<file path="src/rtl/canny_seq.sv">
// canny_seq: frame sequencer for a streaming Canny edge pipeline.
// Walks a free-running raster (H_LIMIT columns x V_LIMIT lines), issues a
// per-pixel pop request inside the active window, pulses a frame-start strobe
// to the datapath and latches the stage-select / threshold settings only at
// frame boundaries.
// Ports:
//   i_clk, i_rst_n       clock, asynchronous active-low reset
//   i_start, i_stop      begin processing / stop at next frame boundary
//   i_SW, i_seg_width    settings sampled at each frame start
//   i_fifo_empty         pixel source empty
//   o_is_new_read        one-cycle frame-start pulse (H=0, V=0)
//   o_rd_req             combinational pixel pop request
//   o_H_cursor/o_V_cursor raster position
//   o_SW, o_seg_width    settings latched for the current frame
//   o_frame_done         pulse on the last cycle of a frame
//   o_busy               combinational, high when not idle
//   o_underflow          sticky: a pixel was popped from an empty source
module canny_seq #(
   parameter int unsigned H_LIMIT  = 800,
   parameter int unsigned H_START  = 0,
   parameter int unsigned V_LIMIT  = 525,
   parameter int unsigned V_ACTIVE = 480
) (
   input  logic        i_clk,
   input  logic        i_rst_n,
   input  logic        i_start,
   input  logic        i_stop,
   input  logic [4:0]  i_SW,
   input  logic [3:0]  i_seg_width,
   input  logic        i_fifo_empty,
   output logic        o_is_new_read,
   output logic        o_rd_req,
   output logic [10:0] o_H_cursor,
   output logic [10:0] o_V_cursor,
   output logic [4:0]  o_SW,
   output logic [3:0]  o_seg_width,
   output logic        o_frame_done,
   output logic        o_busy,
   output logic        o_underflow
);

   localparam int unsigned CW = 11;

   localparam logic [1:0] S_IDLE = 2'd0;
   localparam logic [1:0] S_SYNC = 2'd1;
   localparam logic [1:0] S_RUN  = 2'd2;

   localparam logic [CW-1:0] H_LAST = CW'(H_LIMIT - 1);
   localparam logic [CW-1:0] V_LAST = CW'(V_LIMIT - 1);

   logic [1:0]    state, state_nx;
   logic          stop_pending, stop_nx;
   logic [CW-1:0] h_nx, v_nx;
   logic          new_read_nx, done_nx, under_nx;
   logic [4:0]    sw_nx;
   logic [3:0]    seg_nx;
   logic [CW:0]   h_diff, v_diff;
   logic          h_in, v_in;

   // Active-window test via borrow bit of a widened subtraction
   assign h_diff = {1'b0, o_H_cursor} - (CW+1)'(H_START);
   assign v_diff = {1'b0, o_V_cursor} - (CW+1)'(V_ACTIVE);
   assign h_in   = ~h_diff[CW];
   assign v_in   = v_diff[CW];

   assign o_rd_req = (state == S_RUN) && h_in && v_in;
   assign o_busy   = (state != S_IDLE);

   // Next-state and next-output logic
   always_comb begin
      state_nx    = state;
      stop_nx     = stop_pending;
      h_nx        = o_H_cursor;
      v_nx        = o_V_cursor;
      new_read_nx = 1'b0;
      sw_nx       = o_SW;
      seg_nx      = o_seg_width;
      under_nx    = o_underflow | (o_rd_req & i_fifo_empty);

      case (state)
         S_IDLE: begin
            if (i_start) begin
               state_nx = S_SYNC;
               under_nx = 1'b0;
            end
         end
         S_SYNC: begin
            if (i_stop) begin
               state_nx = S_IDLE;
            end else if (!i_fifo_empty) begin
               state_nx    = S_RUN;
               new_read_nx = 1'b1;
               sw_nx       = i_SW;
               seg_nx      = i_seg_width;
               h_nx        = '0;
               v_nx        = '0;
            end
         end
         S_RUN: begin
            if (i_stop) stop_nx = 1'b1;
            if (o_H_cursor == H_LAST) begin
               h_nx = '0;
               if (o_V_cursor == V_LAST) begin
                  // Frame end: either retire or roll straight into the next frame
                  v_nx = '0;
                  if (stop_pending) begin
                     state_nx = S_IDLE;
                     stop_nx  = 1'b0;
                  end else begin
                     new_read_nx = 1'b1;
                     sw_nx       = i_SW;
                     seg_nx      = i_seg_width;
                  end
               end else begin
                  v_nx = o_V_cursor + CW'(1);
               end
            end else begin
               h_nx = o_H_cursor + CW'(1);
            end
         end
         default: state_nx = S_IDLE;
      endcase

      // Registered frame_done must be true while the cursors sit on the last pixel
      done_nx = (state_nx == S_RUN) && (h_nx == H_LAST) && (v_nx == V_LAST);
   end

   // State register
   always_ff @(posedge i_clk or negedge i_rst_n) begin
      if (!i_rst_n) state <= S_IDLE;
      else          state <= state_nx;
   end

   // Output and bookkeeping registers
   always_ff @(posedge i_clk or negedge i_rst_n) begin
      if (!i_rst_n) begin
         stop_pending  <= 1'b0;
         o_H_cursor    <= '0;
         o_V_cursor    <= '0;
         o_is_new_read <= 1'b0;
         o_frame_done  <= 1'b0;
         o_underflow   <= 1'b0;
         o_SW          <= 5'b00000;
         o_seg_width   <= 4'd0;
      end else begin
         stop_pending  <= stop_nx;
         o_H_cursor    <= h_nx;
         o_V_cursor    <= v_nx;
         o_is_new_read <= new_read_nx;
         o_frame_done  <= done_nx;
         o_underflow   <= under_nx;
         o_SW          <= sw_nx;
         o_seg_width   <= seg_nx;
      end
   end

endmodule

</file>
<file path="config.mk">
export PLATFORM = sky130hd
export DESIGN_NAME = canny_seq
export DESIGN_NICKNAME = d
export VERILOG_FILES = /design/src/rtl/canny_seq.sv
export SDC_FILE = /design/constraint.sdc
export NUM_CORES = 1
export LEC_CHECK = 0
export ABC_AREA = 0
export CORE_MARGIN = 2
export CORE_UTILIZATION = 50
export CTS_CLUSTER_DIAMETER = 100
export DETAILED_ROUTE_END_ITERATION = 8
export PLACE_DENSITY = 0.8
export SETUP_SLACK_MARGIN = 0.1
export SYNTH_ARGS = -nofsm -noshare
export SYNTH_HDL_FRONTEND = slang
export SYNTH_SLANG_ARGS = --single-unit
</file>
<file path="constraint.sdc">
create_clock -name i_clk -period 3.5 [get_ports i_clk]
set_input_delay 0.875 -clock i_clk [delete_from_list [all_inputs] [get_ports i_clk]]
set_output_delay 0.875 -clock i_clk [all_outputs]
set_load 0.02 [all_outputs]
</file>
==> results_dict.tcl <==
set metrics [dict create \
    p_comb_share_pct 41.7 \
    final_cell_area_um2 2760 \
    yosys-top-cells-area "dfrtp_1 (44%), mux2_2 (4.8%), ha_1 (4.1%)" \
    via_count 2042 \
    finalCriticalPeriod_ps 3280 \
    synthSimpleGateAreaFrac_pct 23.4 \
    ioPinCount 50 \
    finalCritPeriodShare_pct 93.7 \
    initial_core_util_pct 52.5 \
    syn_area_um2 2120 \
    synth_fp_nets 240 \
    netSwitchingPower_mw 0.598 \
    rrSetupSlack_ps 540 \
    ctsHoldBuffers 0 \
    cts_inserted_buffers 5 \
    worstPathCellList "inv_1 -> ha_2 -> inv_1 -> nor4_1 -> clkdlybuf4s50_1" \
    setup_ws_ps 220 \
    ir_worst_vdd_mv 0.506 \
    slew_headroom_pct 45.4 \
    num_rows 23 \
    die_x_um 69.1 \
    ys_seq_elements 37 \
    synthTopCellsByCount "dfrtp_1 (37), nand2_1 (20), inv_1 (13), nand3_1 (13), o21ai_0 (13)" \
    critical-path-max-stage-delay_ps 690 \
    synth_area_per_cell_um2 9.66 \
    whs_ps 510 \
    dp_hpwl_mm 4.04 \
    synth_most_common_cell "dfrtp_1" \
    antenna_found_initial 0 \
    worstMarginPinSlew_ps 819 \
    globalplace.congestion 0.936 \
    via_per_inst 6.36 \
    setup_viol 0 \
    maxCapViolCount 0 \
    areaGrowthSynthToFinish_pct 30.3 \
    switching_share_pct 36.7 \
    grt_setup_unrepaired "no" \
    placed_area_um2 2640 \
    p_seq_share_pct 35.1 \
    n_fill_cell 338 \
    crit_arrival_ps 2400 \
    wl_mm 5.69 \
    power_leakage_nw 1.15 \
    crit_top_cell "inv_1" \
    async_reset_ff_share_pct 100 \
    postRouteAntennaNets 0 \
    finalHoldViolations 0 \
    p_int_mw 1.03 \
    grt_pass1_wl_mm 9.31 \
    criticalPathCategory "flop to output pin" \
    portBuffers 49 \
    power_density_nw_per_um2 592 \
    holdCritPathClass "flop to flop" \
    drive_gt1_share_pct 10.3 \
    critPathCaptureType "output pin" \
    muxShareOfSynthArea_pct 5.74 \
    clock_skew_ps 2.16 \
    first_global_vias 1877 \
    power_mw 1.63 \
    dpl.cell_count 313 \
    setup_tns_ps 0 \
    htreeDepth 2 \
    synth_top_family_by_area "simple AND/OR/NAND/NOR gates" \
    yosysTopAreaCell "dfrtp_1" \
    root_buffer "clkbuf_8" \
    die-height_um 69.1 \
    n_antenna_cell 0 \
    gr-total-overflow 0 \
    start_kind "flop" \
    grt_max_degree 38 \
    synth_compound_area_share_pct 18.1 \
    synth_edf_count 0 \
    synth_top_area_share_pct 43.8 \
    clockBufferDepth 2 \
    core_area_um2 4030 \
    yosysSeqAreaShare_pct 43.8 \
    ys.flop_type "dfrtp_1" \
    die_area_um2 4770 \
    drc 0 \
    path_clk_slew_ps 80 \
    stdcell_count 321 \
    drtIter0Drc 201 \
    synth_cell_type_count 47 \
    cts_tree "yes" \
    status "completed" \
    cts_sinks 37 \
    path_max_fanout 12 \
    drtPass1Iterations 5 \
    clock_latency_ps 300 \
    synth_warnings 0 \
    final_nets 291 \
    cp.required_ps 2620 \
    crit_path_top_delay_cell "clkdlybuf4s50_1" \
    fin_util_pct 68.4 \
    grt_usage_pct 24.2 \
    synth_xor_area_share_pct 0.414 \
    fmax_ghz 0.305 \
    synthAdderAreaFrac_pct 4.14 \
    drv_slew 0 \
    dp_slack_ps 411 \
    clock_power_share_pct 23.2 \
    syn_inst 219 \
    post_drt_wl_per_cell_um 17.7 \
    cts_setup_buffers 0 \
]
==> power by group through the flow <==
| stage | logic (mW) | registers, mW | clock network [mW] |
|---|---|---|---|
| final | 0.680 | 0.573 | 0.378 |
| after global routing | 0.726 | 0.588 | 0.403 |
| after CTS | 0.680 | 0.573 | 0.385 |
| after detailed placement | 0.672 | 0.580 | 0 |
| after global placement | 0.660 | 0.574 | 0 |
| after floorplan | 0.315 | 0.657 | 0 |
==> worst max-delay path: cells and delay by family (launching register included) <==
family | cells | cell delay, ps
adder cells (fa/ha/maj) | 1 | 350
buffers and inverters | 3 | 890
flip-flops | 1 | 420
AND/OR/NAND/NOR | 1 | 450
==> per-layer routing <==
layer / global-route usage, % / wire length [µm] / vias up
met4: 7.84 / 132 / 0
met2: 38.5 / 2730 / 96
met5: 0 / 0 / -
met1: 33.2 / 2450 / 1004
met3: 4.97 / 369 / 17
li1: - / - / 925
==> repair_timing <==
| item | 4_1_cts | 5_1_grt |
|---|---|---|
| gates resized for setup | 1 | 0 |
| setup endpoints to repair | 1 | 0 |
| endpoints found under the hold margin | 0 | 0 |
==> final cells by class <==
| cell class | instances | area [µm²] | share of cell area (%) |
|---|---|---|---|
| flip-flops and latches | 37 | 926 | 33.6 |
| well taps | 50 | 62.6 | 2.27 |
| clock inverters | 3 | 46.3 | 1.68 |
| repair buffers | 52 | 508 | 18.4 |
| clock buffers | 5 | 68.8 | 2.50 |
| multi-input cells | 161 | 1100 | 39.8 |
| inverters | 13 | 48.8 | 1.77 |
==> flip-flops by register name, indices dropped and copies added (netlist names) <==
register       cells
o_H_cursor        11
o_underflow        1
o_V_cursor        11
o_SW               5
o_frame_done       1
o_is_new_read      1
state              2
stop_pending       1
o_seg_width        4
==> cell usage in the layout (no fill, tap or decap), drive strengths merged, types with 3 or more instances in the layout <==
master / instances
nor2b: 3
nand3: 13
a21o: 5
o21ai: 16
nand2: 20
o31a: 3
o21a: 4
nand4: 6
mux2: 9
and2: 3
dfrtp: 37
or4: 3
nor4: 5
clkbuf: 5
nor2: 5
buf: 4
nor3b: 5
nor3: 12
inv: 13
a21oi: 11
ha: 7
clkdlybuf4s50: 48
==> cells by family after synthesis <==
family	after synthesis
multiplexers	11
adder cells (fa/ha/maj)	7
AO/OA/AOI/OAI	56
buffers and inverters	21
flip-flops	37
AND/OR/NAND/NOR	86
XOR/XNOR	1
==> path summary, 6_finish.rpt <==
check / endpoint / startpoint / cells past startpoint
worst max-delay path: o_rd_req / state[0]$_DFF_PN0_ / 5
worst min-delay path: o_seg_width[1]$_DFFE_PN0P_ / o_seg_width[1]$_DFFE_PN0P_ / 1
worst max register to register: o_seg_width[2]$_DFFE_PN0P_ / o_H_cursor[5]$_DFF_PN0_ / 5
worst min register to register: o_seg_width[1]$_DFFE_PN0P_ / o_seg_width[1]$_DFFE_PN0P_ / 1
max in group asynchronous: o_H_cursor[7]$_DFF_PN0_ / i_rst_n / 1
min in group asynchronous: o_V_cursor[6]$_DFF_PN0_ / i_rst_n / 1
Note: power is estimated with default switching activity, not from simulation.
